--- src/rtl/pgm_chk_pkg.sv ---
// pgm_chk_pkg: FSM states, flit tags, register map and saturating adders shared by pgm_chk
package pgm_chk_pkg;
  localparam logic [1:0] ST_IDLE = 2'd0, ST_PASS = 2'd1, ST_CAPT = 2'd2;
  localparam logic [1:0] TAG_HEAD = 2'b01, TAG_MID = 2'b11, TAG_TAIL = 2'b10;
  localparam logic [15:0] A_CTRL = 16'd0, A_PKT = 16'd1, A_BYTE = 16'd2, A_SEQ_ERR = 16'd3,
    A_BAD = 16'd4, A_LAT_MIN = 16'd5, A_LAT_MAX = 16'd6, A_LAT_SUM_LO = 16'd7,
    A_LAT_SUM_HI = 16'd8, A_HIST = 16'd16;
  localparam logic [31:0] DEAD_BEEF = 32'hDEAD_BEEF;
  function automatic logic [31:0] sat_add32(input logic [31:0] a, input logic [31:0] b);
    logic [32:0] s;
    s = {1'b0, a} + {1'b0, b};
    return s[32] ? '1 : s[31:0];
  endfunction
  function automatic logic [63:0] sat_add64(input logic [63:0] a, input logic [63:0] b);
    logic [64:0] s;
    s = {1'b0, a} + {1'b0, b};
    return s[64] ? '1 : s[63:0];
  endfunction
endpackage

--- src/rtl/pgm_chk_stats.sv ---
// pgm_chk_stats: saturating packet/byte/sequence/latency statistics with clear; CHK_LAT_HIST_EN adds an 8-bin latency histogram
module pgm_chk_stats
  import pgm_chk_pkg::*;
(
  input  logic              clk,
  input  logic              rst,
  input  logic              clr,
  input  logic              commit,
  input  logic              good,
  input  logic [31:0]       bytes,
  input  logic [31:0]       seq,
  input  logic [31:0]       lat,
`ifdef CHK_LAT_HIST_EN
  output logic [7:0][31:0]  hist_q,
`endif
  output logic [31:0]       pkt_cnt_q,
  output logic [31:0]       byte_cnt_q,
  output logic [31:0]       seq_err_q,
  output logic [31:0]       bad_cnt_q,
  output logic [31:0]       lat_min_q,
  output logic [31:0]       lat_max_q,
  output logic [63:0]       lat_sum_q
);
  logic ok, seq_init_q, seq_init_d;
  logic [31:0] pkt_cnt_d, byte_cnt_d, seq_err_d, bad_cnt_d, lat_min_d, lat_max_d, exp_seq_q, exp_seq_d;
  logic [63:0] lat_sum_d;
  always_comb begin
    ok = commit && good;
    pkt_cnt_d = clr ? '0 : ok ? sat_add32(pkt_cnt_q, 32'd1) : pkt_cnt_q;
    byte_cnt_d = clr ? '0 : ok ? sat_add32(byte_cnt_q, bytes) : byte_cnt_q;
    seq_err_d = clr ? '0 : ok && seq_init_q && seq != exp_seq_q ? sat_add32(seq_err_q, 32'd1) : seq_err_q;
    bad_cnt_d = clr ? '0 : commit && !good ? sat_add32(bad_cnt_q, 32'd1) : bad_cnt_q;
    lat_min_d = clr ? '1 : ok && lat < lat_min_q ? lat : lat_min_q;
    lat_max_d = clr ? '0 : ok && lat > lat_max_q ? lat : lat_max_q;
    lat_sum_d = clr ? '0 : ok ? sat_add64(lat_sum_q, {32'd0, lat}) : lat_sum_q;
    seq_init_d = clr ? 1'b0 : ok ? 1'b1 : seq_init_q;
    exp_seq_d = ok ? seq + 32'd1 : exp_seq_q;
  end
  always_ff @(posedge clk) begin
    if (rst) begin
      pkt_cnt_q <= '0;
      byte_cnt_q <= '0;
      seq_err_q <= '0;
      bad_cnt_q <= '0;
      lat_min_q <= '1;
      lat_max_q <= '0;
      lat_sum_q <= '0;
      seq_init_q <= 1'b0;
      exp_seq_q <= '0;
    end else begin
      pkt_cnt_q <= pkt_cnt_d;
      byte_cnt_q <= byte_cnt_d;
      seq_err_q <= seq_err_d;
      bad_cnt_q <= bad_cnt_d;
      lat_min_q <= lat_min_d;
      lat_max_q <= lat_max_d;
      lat_sum_q <= lat_sum_d;
      seq_init_q <= seq_init_d;
      exp_seq_q <= exp_seq_d;
    end
  end
`ifdef CHK_LAT_HIST_EN
  logic [2:0] bin;
  logic [7:0][31:0] hist_d;
  always_comb begin
    bin = |lat[31:7] ? 3'd7 : lat[6:4];
    for (int i = 0; i < 8; i++)
      hist_d[i] = clr ? '0 : ok && bin == 3'(i) ? sat_add32(hist_q[i], 32'd1) : hist_q[i];
  end
  always_ff @(posedge clk) hist_q <= rst ? '0 : hist_d;
`endif
endmodule

--- config.mk ---
export PLATFORM = sky130hd
export DESIGN_NAME = pgm_chk_stats
export DESIGN_NICKNAME = d
export VERILOG_FILES = /design/src/rtl/pgm_chk_pkg.sv /design/src/rtl/pgm_chk_stats.sv
export SDC_FILE = /design/constraint.sdc
export NUM_CORES = 1
export LEC_CHECK = 0
export BUFFER_PORTS_ARGS = -buffer_cell sky130_fd_sc_hd__buf_4
export CAP_MARGIN = 20
export CORE_MARGIN = 4
export CORE_UTILIZATION = 56
export DETAILED_ROUTE_END_ITERATION = 6
export GPL_TIMING_DRIVEN = 0
export MAX_ROUTING_LAYER = met4
export PLACE_DENSITY = 0.86
export SLEW_MARGIN = 10
export SYNTH_ARGS = -nofsm -noshare
export SYNTH_HDL_FRONTEND = slang
export SYNTH_SLANG_ARGS = --single-unit
--- constraint.sdc ---
create_clock -name clk -period 4.2 [get_ports clk]
set_input_delay 0.21 -clock clk [delete_from_list [all_inputs] [get_ports clk]]
set_output_delay 0.21 -clock clk [all_outputs]
set_load 0.01 [all_outputs]
==> results.json <==
{
  "outcome": "finished, final reports clean",
  "die_area_sq_mm": 0.0334,
  "combPwrFrac": 0.143,
  "layout.nets": 2707,
  "synth_edf_count": 0,
  "first_pass_iters": 6,
  "grt_max_degree": 14,
  "yosys.area.top_type": "dfxtp_1",
  "clk_pin_slew_worst_paths_ns": 0.06,
  "critPathSlowestCell": "a211oi_1",
  "fin_crit_ns": 3.97,
  "cts_buffer_depth": 3,
  "gp_congestion": 0.976,
  "clkPwrFrac": 0.432,
  "async_reset_ff_frac": 0,
  "via_count": 17300,
  "synth_area_per_cell_sq_um": 8.31,
  "layout-drive-gt1-share": 0.194,
  "final_core_util": 0.723,
  "worstPathMaxFanout": 10,
  "drv_cap": 0,
  "relSlewSlack": 0.305,
  "antenna_found_initial": 2,
  "clockRootBuffer": "clkbuf_16",
  "start_util": 0.572,
  "hp-class": "in -> reg",
  "die_h_um": 183,
  "fp.coreArea_sq_mm": 0.0299,
  "synth_mux_area_frac": 0.0223,
  "cpPeakStageDelay_ns": 0.58,
  "cp_cell_sequence": "dlygate4sd3_1, buf_4, ha_1, a21o_1, a211oi_1, o21ai_0, a211oi_1, o22ai_1, a21oi_1, buf_4, clkbuf_1, a21oi_1, o21ai_0",
  "hold_violations": 0,
  "ant_nets": 0,
  "cts.htree.levels": 2,
  "dr.first_iter.drc_count": 1550,
  "yosys.area_share.adder": 0.0983,
  "fmax_mhz": 252,
  "ir_worst_vdd_mv": 0.290,
  "fin_skew_ns": 0.0183,
  "grt_pass1_wl_mm": 87.9,
  "cts_tree": "yes",
  "internal_power_mw": 4.90,
  "reg2regPathDepth": 12,
  "areaGrowthSynthToFinish_pct": 26.4,
  "powerDensity_mw_per_mm2": 310,
  "layout_worst_path_cycle_share": 0.945,
  "cts_setup_buffers": 0,
  "synth_top_family_by_area": "compound AO/OA/AOI/OAI gates",
  "worstSetupPathType": "in -> reg",
  "synthTopCellsByCount": "dfxtp_1 (289), a21oi_1 (243), nand2_1 (169)",
  "insertion_delay_ns": 0.51,
  "worstHoldStart": "lat[23]",
  "overflow": 0,
  "syn-num-nets": 2289,
  "holdPathEnd": "lat_min_q[23]",
  "synthFlopType": "dfxtp_1",
  "whs_path_depth": 3,
  "grt_usage": 0.326,
  "required_ns": 4.63,
  "r2r_start": "lat_min_q[14]",
  "rsz0062_at_grt": "no",
  "remaining_drc_errors": 0,
  "yosysMostFrequentCell": "dfxtp_1",
  "worstMarginPinSlew_ns": 1.04,
  "synthSimpleGateAreaFrac": 0.174,
  "portBuffers": 351,
  "p_sw_mw": 1.79,
  "vias_per_cell": 5.98,
  "first_global_vias": 16900,
  "yosysSeqAreaShare": 0.339,
  "r2r_end": "lat_min_q[24]",
  "synth_xor_area_frac": 0.102,
  "worstSetupStartpointType": "primary input",
  "setup_tns_ns": 0,
  "cts_buffers": 34,
  "pwr-share-seq": 0.426,
  "maxSlewViolCount": 0,
  "p_sw_frac": 0.268,
  "synth_area_leaders": "dfxtp_1 (34%), ha_1 (9.6%), a21oi_1 (7.1%), xor2_1 (6.3%), xnor2_1 (3.9%)",
  "die_w_um": 183,
  "hpwl_mm": 41.5,
  "routed_wl_mm": 55.5,
  "synth-compound-area-share": 0.220,
  "rrSetupSlack_ns": 0.24,
  "synth.distinct_cells": 66,
  "io_pins": 357,
  "cp_data_arrival_time_ns": 4.40,
  "leakage_nw": 9.48,
  "syn_inst": 2055,
  "yosys_warnings": 0,
  "row_count": 63,
  "whs_ns": 0.0102,
  "cts.sinks": 289,
  "power_mw": 6.69,
  "wl_per_cell_um": 19.2,
  "synth_top_cell_area_share": 0.339,
  "endpoint_kind": "register",
  "syn_area_sq_mm": 0.0171,
  "setup_viol": 0,
  "synth-seq-cells": 289
}
timing repair:
item	4_1_cts	5_1_grt
hold buffers	30	0
hold endpoints to repair	46	0
setup endpoints to repair	0	10
resized for setup	0	1
layout make-up:
cell class              count  area [sq um]
well taps                 390           488
clock buffers              50           992
inverters                  88           330
plain buffers             106           428
flip-flops and latches    289          5790
fillers                  2290          8280
repair buffers            382          2940
diodes                      3          7.51
multi-input cells        1572         10500
clock inverters             9          80.1
routing by layer:
layer,routed length (um),vias to the layer above,track usage
met5,0,-,-
met4,2200,0,0.121
met3,3980,138,0.0492
met2,26100,693,0.538
met1,23200,8190,0.406
li1,-,8255,-
sequential cells by signal (all words and copies together), names as in the netlist:
signal,count
seq_err_q,32
lat_max_q,32
lat_min_q,32
bad_cnt_q,32
lat_sum_q,64
pkt_cnt_q,32
seq_init_q,1
byte_cnt_q,32
exp_seq_q,32
stage by stage:
stage / std cells / worst slack [ns] / cell area, sq um
floorplan: 2055 / 1.17 / 17100
global route: 2888 / 0.108 / 21600
detailed placement: 2797 / 0.249 / 20200
CTS: 2886 / 0.266 / 21600
global placement: 2796 / 0.105 / 20200
finish: 2889 / 0.232 / 21600
kinds of logic after synthesis:
kind of cell,after synthesis
AOI/OAI and AO/OA,600
adders and majority gates,133
buffers and inverters,194
DFF,289
and+or+nand+nor,602
xor gates and xnor gates,199
muxes,38
worst max-delay path: cells and delay by family:
family / cells / cell delay, ns
compound gates: 8 / 2.39
buf+inv: 4 / 1.47
fa+ha+maj: 1 / 0.31
worst max path at each step:
stage | from | endpoint | slack [ns] | cells after the start
6_report | lat[14] | lat_min_q[24] | 0.23 | 13
5_1_grt | lat_min_q[14] | lat_min_q[23] | 0.11 | 12
4_1_cts | lat_sum_q[0] | lat_sum_q[21] | 0.27 | 13
3_5_place_dp | lat[0] | lat_sum_q[29] | 0.25 | 14
3_3_place_gp | lat[14] | lat_min_q[24] | 0.11 | 11
2_1_floorplan | byte_cnt_q[0] | byte_cnt_q[10] | 1.17 | 12
layout by cell type, fill, tap and decap left out, types with 14 or more instances in the layout:
cell           synthesis  layout
clkbuf_1              80      89
nor2_1               140     140
xnor2_1               76      76
xor2_1               123     123
ha_1                 131     131
inv_1                 88      88
nor2b_1               19      19
a31oi_1               22      22
nor4_1                14      14
o21ai_0              122     122
and4_1                14      14
nand2_1              169     169
mux2i_1               38      38
or3_1                 14      14
a21oi_1              243     242
nand3_1               64      64
clkbuf_16              0      35
o221a_2               36      36
buf_2                 23      23
dlygate4sd3_1          0      30
dfxtp_1              289     289
a211oi_1              41      41
buf_4                  0     352
a21o_1                64      64
and3_1                37      37
nand4_1               50      50
nor3_1                32      32
power by group through the flow:
stage | logic, mW | clock network (mW) | registers, mW
global placement | 0.886 | 0 | 2.91
global route | 1.04 | 3.03 | 2.86
detailed placement | 0.907 | 0 | 2.91
finish | 0.955 | 2.89 | 2.85
CTS | 0.941 | 2.92 | 2.85
floorplan | 0.539 | 0 | 2.92
Power figures use the tool's default switching activity.
